[config.mk]
export PLATFORM = sky130hd
export DESIGN_NAME = alu_share_arbiter_flat
export DESIGN_NICKNAME = d
export VERILOG_FILES = /design/src/rtl/alu_share_arbiter_if.sv /design/src/rtl/alu_share_arbiter.sv /design/src/flat_wrapper.sv
export SDC_FILE = /design/constraint.sdc
export NUM_CORES = 1
export LEC_CHECK = 0
export CORE_AREA = 8 8 141 143
export DETAILED_ROUTE_END_ITERATION = 16
export DIE_AREA = 0 0 149 151
export PLACE_DENSITY = 0.52
export REMOVE_ABC_BUFFERS = 1
export SYNTH_ARGS = -nofsm -noshare
export SYNTH_HDL_FRONTEND = slang
export SYNTH_SLANG_ARGS = --single-unit
export TNS_END_PERCENT = 20
[constraint.sdc]
create_clock -name clk -period 6.7 [get_ports clk]
set_input_delay 1.005 -clock clk [delete_from_list [all_inputs] [get_ports clk]]
set_output_delay 1.005 -clock clk [all_outputs]
set_load 0.1 [all_outputs]
[src/rtl/alu_share_arbiter_if.sv]
// Bundle of requester, ALU and response signals around alu_share_arbiter.
// slave is the arbiter's view; master is the environment (requesters, ALU, response sink).
interface alu_share_arbiter_if #(
  parameter int unsigned D_WIDTH = 32,
  parameter int unsigned N_REQ   = 2,
  parameter int unsigned ID_W    = (N_REQ > 1) ? $clog2(N_REQ) : 1
);
  logic [N_REQ-1:0]         req_valid;
  logic [N_REQ-1:0]         req_ready;
  logic [N_REQ-1:0]         req_alusrc;
  logic [3*N_REQ-1:0]       req_aluctrl;
  logic [D_WIDTH*N_REQ-1:0] req_op1;
  logic [D_WIDTH*N_REQ-1:0] req_imm;
  logic [D_WIDTH*N_REQ-1:0] req_reg;

  logic                     alu_alusrc;
  logic [2:0]               alu_aluctrl;
  logic [D_WIDTH-1:0]       alu_aluop1;
  logic [D_WIDTH-1:0]       alu_immop;
  logic [D_WIDTH-1:0]       alu_regop2;
  logic [D_WIDTH-1:0]       alu_aluout;
  logic                     alu_eq;

  logic                     rsp_valid;
  logic                     rsp_ready;
  logic [ID_W-1:0]          rsp_id;
  logic [D_WIDTH-1:0]       rsp_data;
  logic                     rsp_eq;

  modport slave (
    input  req_valid, req_alusrc, req_aluctrl, req_op1, req_imm, req_reg,
    output req_ready,
    output alu_alusrc, alu_aluctrl, alu_aluop1, alu_immop, alu_regop2,
    input  alu_aluout, alu_eq,
    output rsp_valid, rsp_id, rsp_data, rsp_eq,
    input  rsp_ready
  );

  modport master (
    output req_valid, req_alusrc, req_aluctrl, req_op1, req_imm, req_reg,
    input  req_ready,
    input  alu_alusrc, alu_aluctrl, alu_aluop1, alu_immop, alu_regop2,
    output alu_aluout, alu_eq,
    input  rsp_valid, rsp_id, rsp_data, rsp_eq,
    output rsp_ready
  );
endinterface

[src/rtl/alu_share_arbiter.sv]
// Round-robin sharing of one combinational ALU between N_REQ requesters with a one-entry,
// ID-tagged response buffer. Define ALU_ARB_STATS_EN to add saturating per-requester grant_cnt.
module alu_share_arbiter #(
  parameter int unsigned D_WIDTH = 32,
  parameter int unsigned N_REQ   = 2,
`ifdef ALU_ARB_STATS_EN
  parameter int unsigned CNT_W   = 16,
`endif
  parameter int unsigned ID_W    = (N_REQ > 1) ? $clog2(N_REQ) : 1
) (
  input  logic                     clk,
  input  logic                     rst,
`ifdef ALU_ARB_STATS_EN
  output logic [CNT_W*N_REQ-1:0]   grant_cnt,
`endif
  alu_share_arbiter_if.slave       bus
);

  typedef enum logic [0:0] {StEmpty, StFull} state_e;

  state_e             state_q, state_d;
  logic [ID_W-1:0]    ptr_q, ptr_d;
  logic [ID_W-1:0]    rsp_id_q, rsp_id_d;
  logic [D_WIDTH-1:0] rsp_data_q, rsp_data_d;
  logic               rsp_eq_q, rsp_eq_d;

  logic [ID_W-1:0]    win;
  logic               any_valid;
  logic               can_issue;
  logic               grant;
  logic [N_REQ-1:0]   ready;

  // Lowest valid index overall is the wrap-around candidate; the lowest valid index at or above
  // ptr overrides it, which yields the first valid requester scanning ptr, ptr+1, ... mod N_REQ.
  always_comb begin
    win       = '0;
    any_valid = 1'b0;
    for (int i = int'(N_REQ) - 1; i >= 0; i--) begin
      if (bus.req_valid[i]) begin
        win       = ID_W'(i);
        any_valid = 1'b1;
      end
    end
    for (int i = int'(N_REQ) - 1; i >= 0; i--) begin
      if (bus.req_valid[i] && (ID_W'(i) >= ptr_q)) begin
        win = ID_W'(i);
      end
    end
  end

  assign can_issue = (state_q == StEmpty) || bus.rsp_ready;
  assign grant     = !rst && can_issue && any_valid;

  always_comb begin
    ready           = '0;
    bus.alu_alusrc  = 1'b0;
    bus.alu_aluctrl = '0;
    bus.alu_aluop1  = '0;
    bus.alu_immop   = '0;
    bus.alu_regop2  = '0;
    for (int i = 0; i < int'(N_REQ); i++) begin
      if (grant && (win == ID_W'(i))) begin
        ready[i]        = 1'b1;
        bus.alu_alusrc  = bus.req_alusrc[i];
        bus.alu_aluctrl = bus.req_aluctrl[3*i +: 3];
        bus.alu_aluop1  = bus.req_op1[D_WIDTH*i +: D_WIDTH];
        bus.alu_immop   = bus.req_imm[D_WIDTH*i +: D_WIDTH];
        bus.alu_regop2  = bus.req_reg[D_WIDTH*i +: D_WIDTH];
      end
    end
  end

  assign bus.req_ready = ready;

  // A grant while FULL implies rsp_ready, so the pop and the refill share one edge.
  always_comb begin
    state_d    = state_q;
    ptr_d      = ptr_q;
    rsp_id_d   = rsp_id_q;
    rsp_data_d = rsp_data_q;
    rsp_eq_d   = rsp_eq_q;
    if (grant) begin
      state_d    = StFull;
      rsp_id_d   = win;
      rsp_data_d = bus.alu_aluout;
      rsp_eq_d   = bus.alu_eq;
      ptr_d      = (win == ID_W'(N_REQ - 1)) ? '0 : win + ID_W'(1);
    end else if ((state_q == StFull) && bus.rsp_ready) begin
      state_d = StEmpty;
    end
  end

  always_ff @(posedge clk or posedge rst) begin
    if (rst) begin
      state_q    <= StEmpty;
      ptr_q      <= '0;
      rsp_id_q   <= '0;
      rsp_data_q <= '0;
      rsp_eq_q   <= 1'b0;
    end else begin
      state_q    <= state_d;
      ptr_q      <= ptr_d;
      rsp_id_q   <= rsp_id_d;
      rsp_data_q <= rsp_data_d;
      rsp_eq_q   <= rsp_eq_d;
    end
  end

  assign bus.rsp_valid = (state_q == StFull);
  assign bus.rsp_id    = rsp_id_q;
  assign bus.rsp_data  = rsp_data_q;
  assign bus.rsp_eq    = rsp_eq_q;

`ifdef ALU_ARB_STATS_EN
  logic [CNT_W*N_REQ-1:0] cnt_q, cnt_d;

  always_comb begin
    cnt_d = cnt_q;
    for (int i = 0; i < int'(N_REQ); i++) begin
      if (ready[i] && bus.req_valid[i] && (cnt_q[CNT_W*i +: CNT_W] != {CNT_W{1'b1}})) begin
        cnt_d[CNT_W*i +: CNT_W] = cnt_q[CNT_W*i +: CNT_W] + CNT_W'(1);
      end
    end
  end

  always_ff @(posedge clk or posedge rst) begin
    if (rst) begin
      cnt_q <= '0;
    end else begin
      cnt_q <= cnt_d;
    end
  end

  assign grant_cnt = cnt_q;
`endif

endmodule

[src/flat_wrapper.sv]
// flat-port wrapper written by rule: the top's interface ports become plain ports
module alu_share_arbiter_flat 
#(
  parameter int unsigned D_WIDTH = 32,
  parameter int unsigned N_REQ   = 2,

  parameter int unsigned ID_W    = (N_REQ > 1) ? $clog2(N_REQ) : 1
)
  (clk, rst, bus_req_valid, bus_req_alusrc, bus_req_aluctrl, bus_req_op1, bus_req_imm, bus_req_reg, bus_req_ready, bus_alu_alusrc, bus_alu_aluctrl, bus_alu_aluop1, bus_alu_immop, bus_alu_regop2, bus_alu_aluout, bus_alu_eq, bus_rsp_valid, bus_rsp_id, bus_rsp_data, bus_rsp_eq, bus_rsp_ready);
  alu_share_arbiter_if #(.D_WIDTH(D_WIDTH), .N_REQ(N_REQ), .ID_W(ID_W)) bus_i ();
  input  logic clk;
  input  logic rst;
  input wire logic [$bits(bus_i.req_valid)-1:0] bus_req_valid;
  input wire logic [$bits(bus_i.req_alusrc)-1:0] bus_req_alusrc;
  input wire logic [$bits(bus_i.req_aluctrl)-1:0] bus_req_aluctrl;
  input wire logic [$bits(bus_i.req_op1)-1:0] bus_req_op1;
  input wire logic [$bits(bus_i.req_imm)-1:0] bus_req_imm;
  input wire logic [$bits(bus_i.req_reg)-1:0] bus_req_reg;
  output wire logic [$bits(bus_i.req_ready)-1:0] bus_req_ready;
  output wire logic [$bits(bus_i.alu_alusrc)-1:0] bus_alu_alusrc;
  output wire logic [$bits(bus_i.alu_aluctrl)-1:0] bus_alu_aluctrl;
  output wire logic [$bits(bus_i.alu_aluop1)-1:0] bus_alu_aluop1;
  output wire logic [$bits(bus_i.alu_immop)-1:0] bus_alu_immop;
  output wire logic [$bits(bus_i.alu_regop2)-1:0] bus_alu_regop2;
  input wire logic [$bits(bus_i.alu_aluout)-1:0] bus_alu_aluout;
  input wire logic [$bits(bus_i.alu_eq)-1:0] bus_alu_eq;
  output wire logic [$bits(bus_i.rsp_valid)-1:0] bus_rsp_valid;
  output wire logic [$bits(bus_i.rsp_id)-1:0] bus_rsp_id;
  output wire logic [$bits(bus_i.rsp_data)-1:0] bus_rsp_data;
  output wire logic [$bits(bus_i.rsp_eq)-1:0] bus_rsp_eq;
  input wire logic [$bits(bus_i.rsp_ready)-1:0] bus_rsp_ready;
  assign bus_i.req_valid = bus_req_valid;
  assign bus_i.req_alusrc = bus_req_alusrc;
  assign bus_i.req_aluctrl = bus_req_aluctrl;
  assign bus_i.req_op1 = bus_req_op1;
  assign bus_i.req_imm = bus_req_imm;
  assign bus_i.req_reg = bus_req_reg;
  assign bus_req_ready = bus_i.req_ready;
  assign bus_alu_alusrc = bus_i.alu_alusrc;
  assign bus_alu_aluctrl = bus_i.alu_aluctrl;
  assign bus_alu_aluop1 = bus_i.alu_aluop1;
  assign bus_alu_immop = bus_i.alu_immop;
  assign bus_alu_regop2 = bus_i.alu_regop2;
  assign bus_i.alu_aluout = bus_alu_aluout;
  assign bus_i.alu_eq = bus_alu_eq;
  assign bus_rsp_valid = bus_i.rsp_valid;
  assign bus_rsp_id = bus_i.rsp_id;
  assign bus_rsp_data = bus_i.rsp_data;
  assign bus_rsp_eq = bus_i.rsp_eq;
  assign bus_i.rsp_ready = bus_rsp_ready;
  alu_share_arbiter #(.D_WIDTH(D_WIDTH), .N_REQ(N_REQ), .ID_W(ID_W)) u_core (.clk(clk), .rst(rst), .bus(bus_i));
endmodule
==> results.ini <==
[status]
status=complete, no violations

[layout]
layout-drive-gt1-share_pct=21.5
num-nets-final=802
final_util_pct=35.1
syn_to_final_growth_pct=160

[routing]
drtIter0Drc=105
vias=3298
detail_route.first_pass.iterations=4
drcViolationCount=0
drt-vias-per-instance=4.15
drt-total-wl_um=17800
detail-route-antenna-nets=0
avgRoutedWirePerCell_um=22.4

[synthesis]
synth_area_sq_mm=0.00238
synthCells=206
ys_seq_elements=36
yosysUniqueCellTypes=14
ys_warn_count=0
seq_area_frac_synth_pct=37.9
avgSynthCellArea_sq_um=11.5

[timing]
setup_tns_ps=0
setup_viol=0
finalHoldViolCount=0
finalCritPeriodShare_pct=69.0
rsz0062_at_grt=false
period_needed_ps=4620
slew_headroom_pct=24.1
skew_ps=6.39
worstMarginPinSlew_ps=1130
fmax_ghz=0.216
slew_violations=0

[grt]
track_usage_pct=14.1
grt_overflow=0
grt_pass1_vias=3646
antenna_found_initial=3
grt_pass1_wl_um=23800
grt_max_degree=103

[pwr]
powerDensity_mw_per_mm2=249
p_leak_nw=2.64
irDropWorstVdd_uv=134

[flow_run]
drv_cap=0

[setup_path]
path_max_fanout=101
critPathRequiredTime_ps=5690
r2r_start=u_core.bus.rsp_valid
r2r-end=u_core.bus.rsp_id
worst_setup_path_end_kind=output pin
criticalPathCategory=primary input to output pin
ff2ff_path_depth=4
critPathLaunchType=primary input
worst-r2r-setup-slack_ps=4660
arrival_ps=3620

[clocking]
cts_resized=0
clkTransAtPathRegs_ps=50
clockBufferDepth=2
cts_tree=done
cts_setup_buffers=0
numCtsBuffers=5
cts.sinks=36
cts_hold_buf=0
clk_latency_ps=280
cts_root_buffer=clkbuf_16
cts-htree-levels=2

[floorplanning]
initial_utilization_pct=13.5
fp.coreArea_sq_mm=0.0177
die_y_um=151
die-width_um=149
dieArea_sq_mm=0.0225
ios=375
rows=49

[worst_hold_path]
holdPathStages=1
hp-start=u_core.bus.rsp_data[20]
hp-class=flop to flop
worstHoldEndpoint=u_core.bus.rsp_data[20]

[placed_design]
io_buffers=374
hpwl_um=15400
globalplace.congestion=0.912

power by group:
group,switching (W),internal [W],total [W]
combinational,0.000735,0.000296,0.00103
clock,0.0000781,0.000156,0.000234
sequential,0.0000184,0.000256,0.000275
routing by layer:
metal  GRT usage [%]  vias to the layer above  wire length (um)
met3            5.08                       16              1660
met2            27.1                      199              9850
li1                -                     1553                 -
met5               0                        -                27
met4            2.73                        4               176
met1            14.5                     1526              6080
cells by family after synthesis:
group	after synthesis	synth area share [%]
AOI/OAI and AO/OA	104	38.5
buffers and inverters	28	6.84
DFF	36	37.9
muxes	33	15.6
and+or+nand+nor	5	1.21
synthesized netlist by cell type:
library cell / count / area share [%]
nand2b_1: 1 / 0.26
nor2b_1: 1 / 0.26
and4_1: 1 / 0.37
o2111a_1: 1 / 0.47
nand2_1: 2 / 0.32
mux2_1: 28 / 13
a22o_1: 100 / 37
o21bai_1: 1 / 0.32
o21ba_2: 2 / 0.84
buf_2: 22 / 4.6
inv_1: 2 / 0.32
mux2_2: 5 / 2.4
dfrtp_1: 36 / 38
buf_6: 4 / 1.9
placed cells by master, fill, tap and decap left out, types with 2 or more instances in the layout:
master / count
o21ba_2: 2
inv_1: 2
buf_4: 104
mux2_1: 28
dfrtp_1: 36
nand2_1: 2
clkdlybuf4s50_1: 273
clkbuf_16: 5
mux2_2: 5
clkbuf_8: 2
a22o_1: 100
critical path, stage by stage:
cell             delay [ps]
clkdlybuf4s50_1         430
inv_1                   380
and4_4                  320
buf_4                   800
a22o_1                  290
buf_4                   310
state kept, by name (all words and copies together) (netlist names):
| register | cells |
|---|---|
| u_core.bus.rsp_data | 32 |
| u_core.bus.rsp_eq | 1 |
| u_core.bus.rsp_id | 1 |
| u_core.bus.rsp_valid | 1 |
| u_core.ptr_q | 1 |
final cells by class:
class / count / area (sq um)
Antenna cell: 1 / 2.50
Clock buffer: 7 / 153
Inverter: 2 / 7.51
Timing Repair Buffer: 377 / 3510
Sequential cell: 36 / 901
Tap cell: 229 / 287
Fill cell: 1770 / 11500
Multi-Input combinational cell: 142 / 1330
metrics by stage:
stage               total power, W  area, sq um  instances  setup WS [ps]  hold WS, ps
floorplan                 0.000986         2220        180            273          503
global placement           0.00131         6040        786           2090          470
detailed placement         0.00132         6040        786           2060          474
CTS                        0.00156         6190        793           2030          485
global route               0.00159         6190        793           1880          498
finish                     0.00154         6190        794           2080          480
how the worst max path moves through the flow:
| stage | from | endpoint | slack [ps] |
|---|---|---|---|
| after floorplan | rst | bus_alu_aluctrl[0] | 270 |
| final | rst | bus_alu_immop[30] | 2080 |
| after global placement | rst | bus_alu_regop2[8] | 2090 |
| after CTS | rst | bus_alu_regop2[8] | 2030 |
| after global routing | rst | bus_alu_regop2[8] | 1880 |
| after detailed placement | rst | bus_alu_regop2[11] | 2060 |
Power figures use the tool's default switching activity.
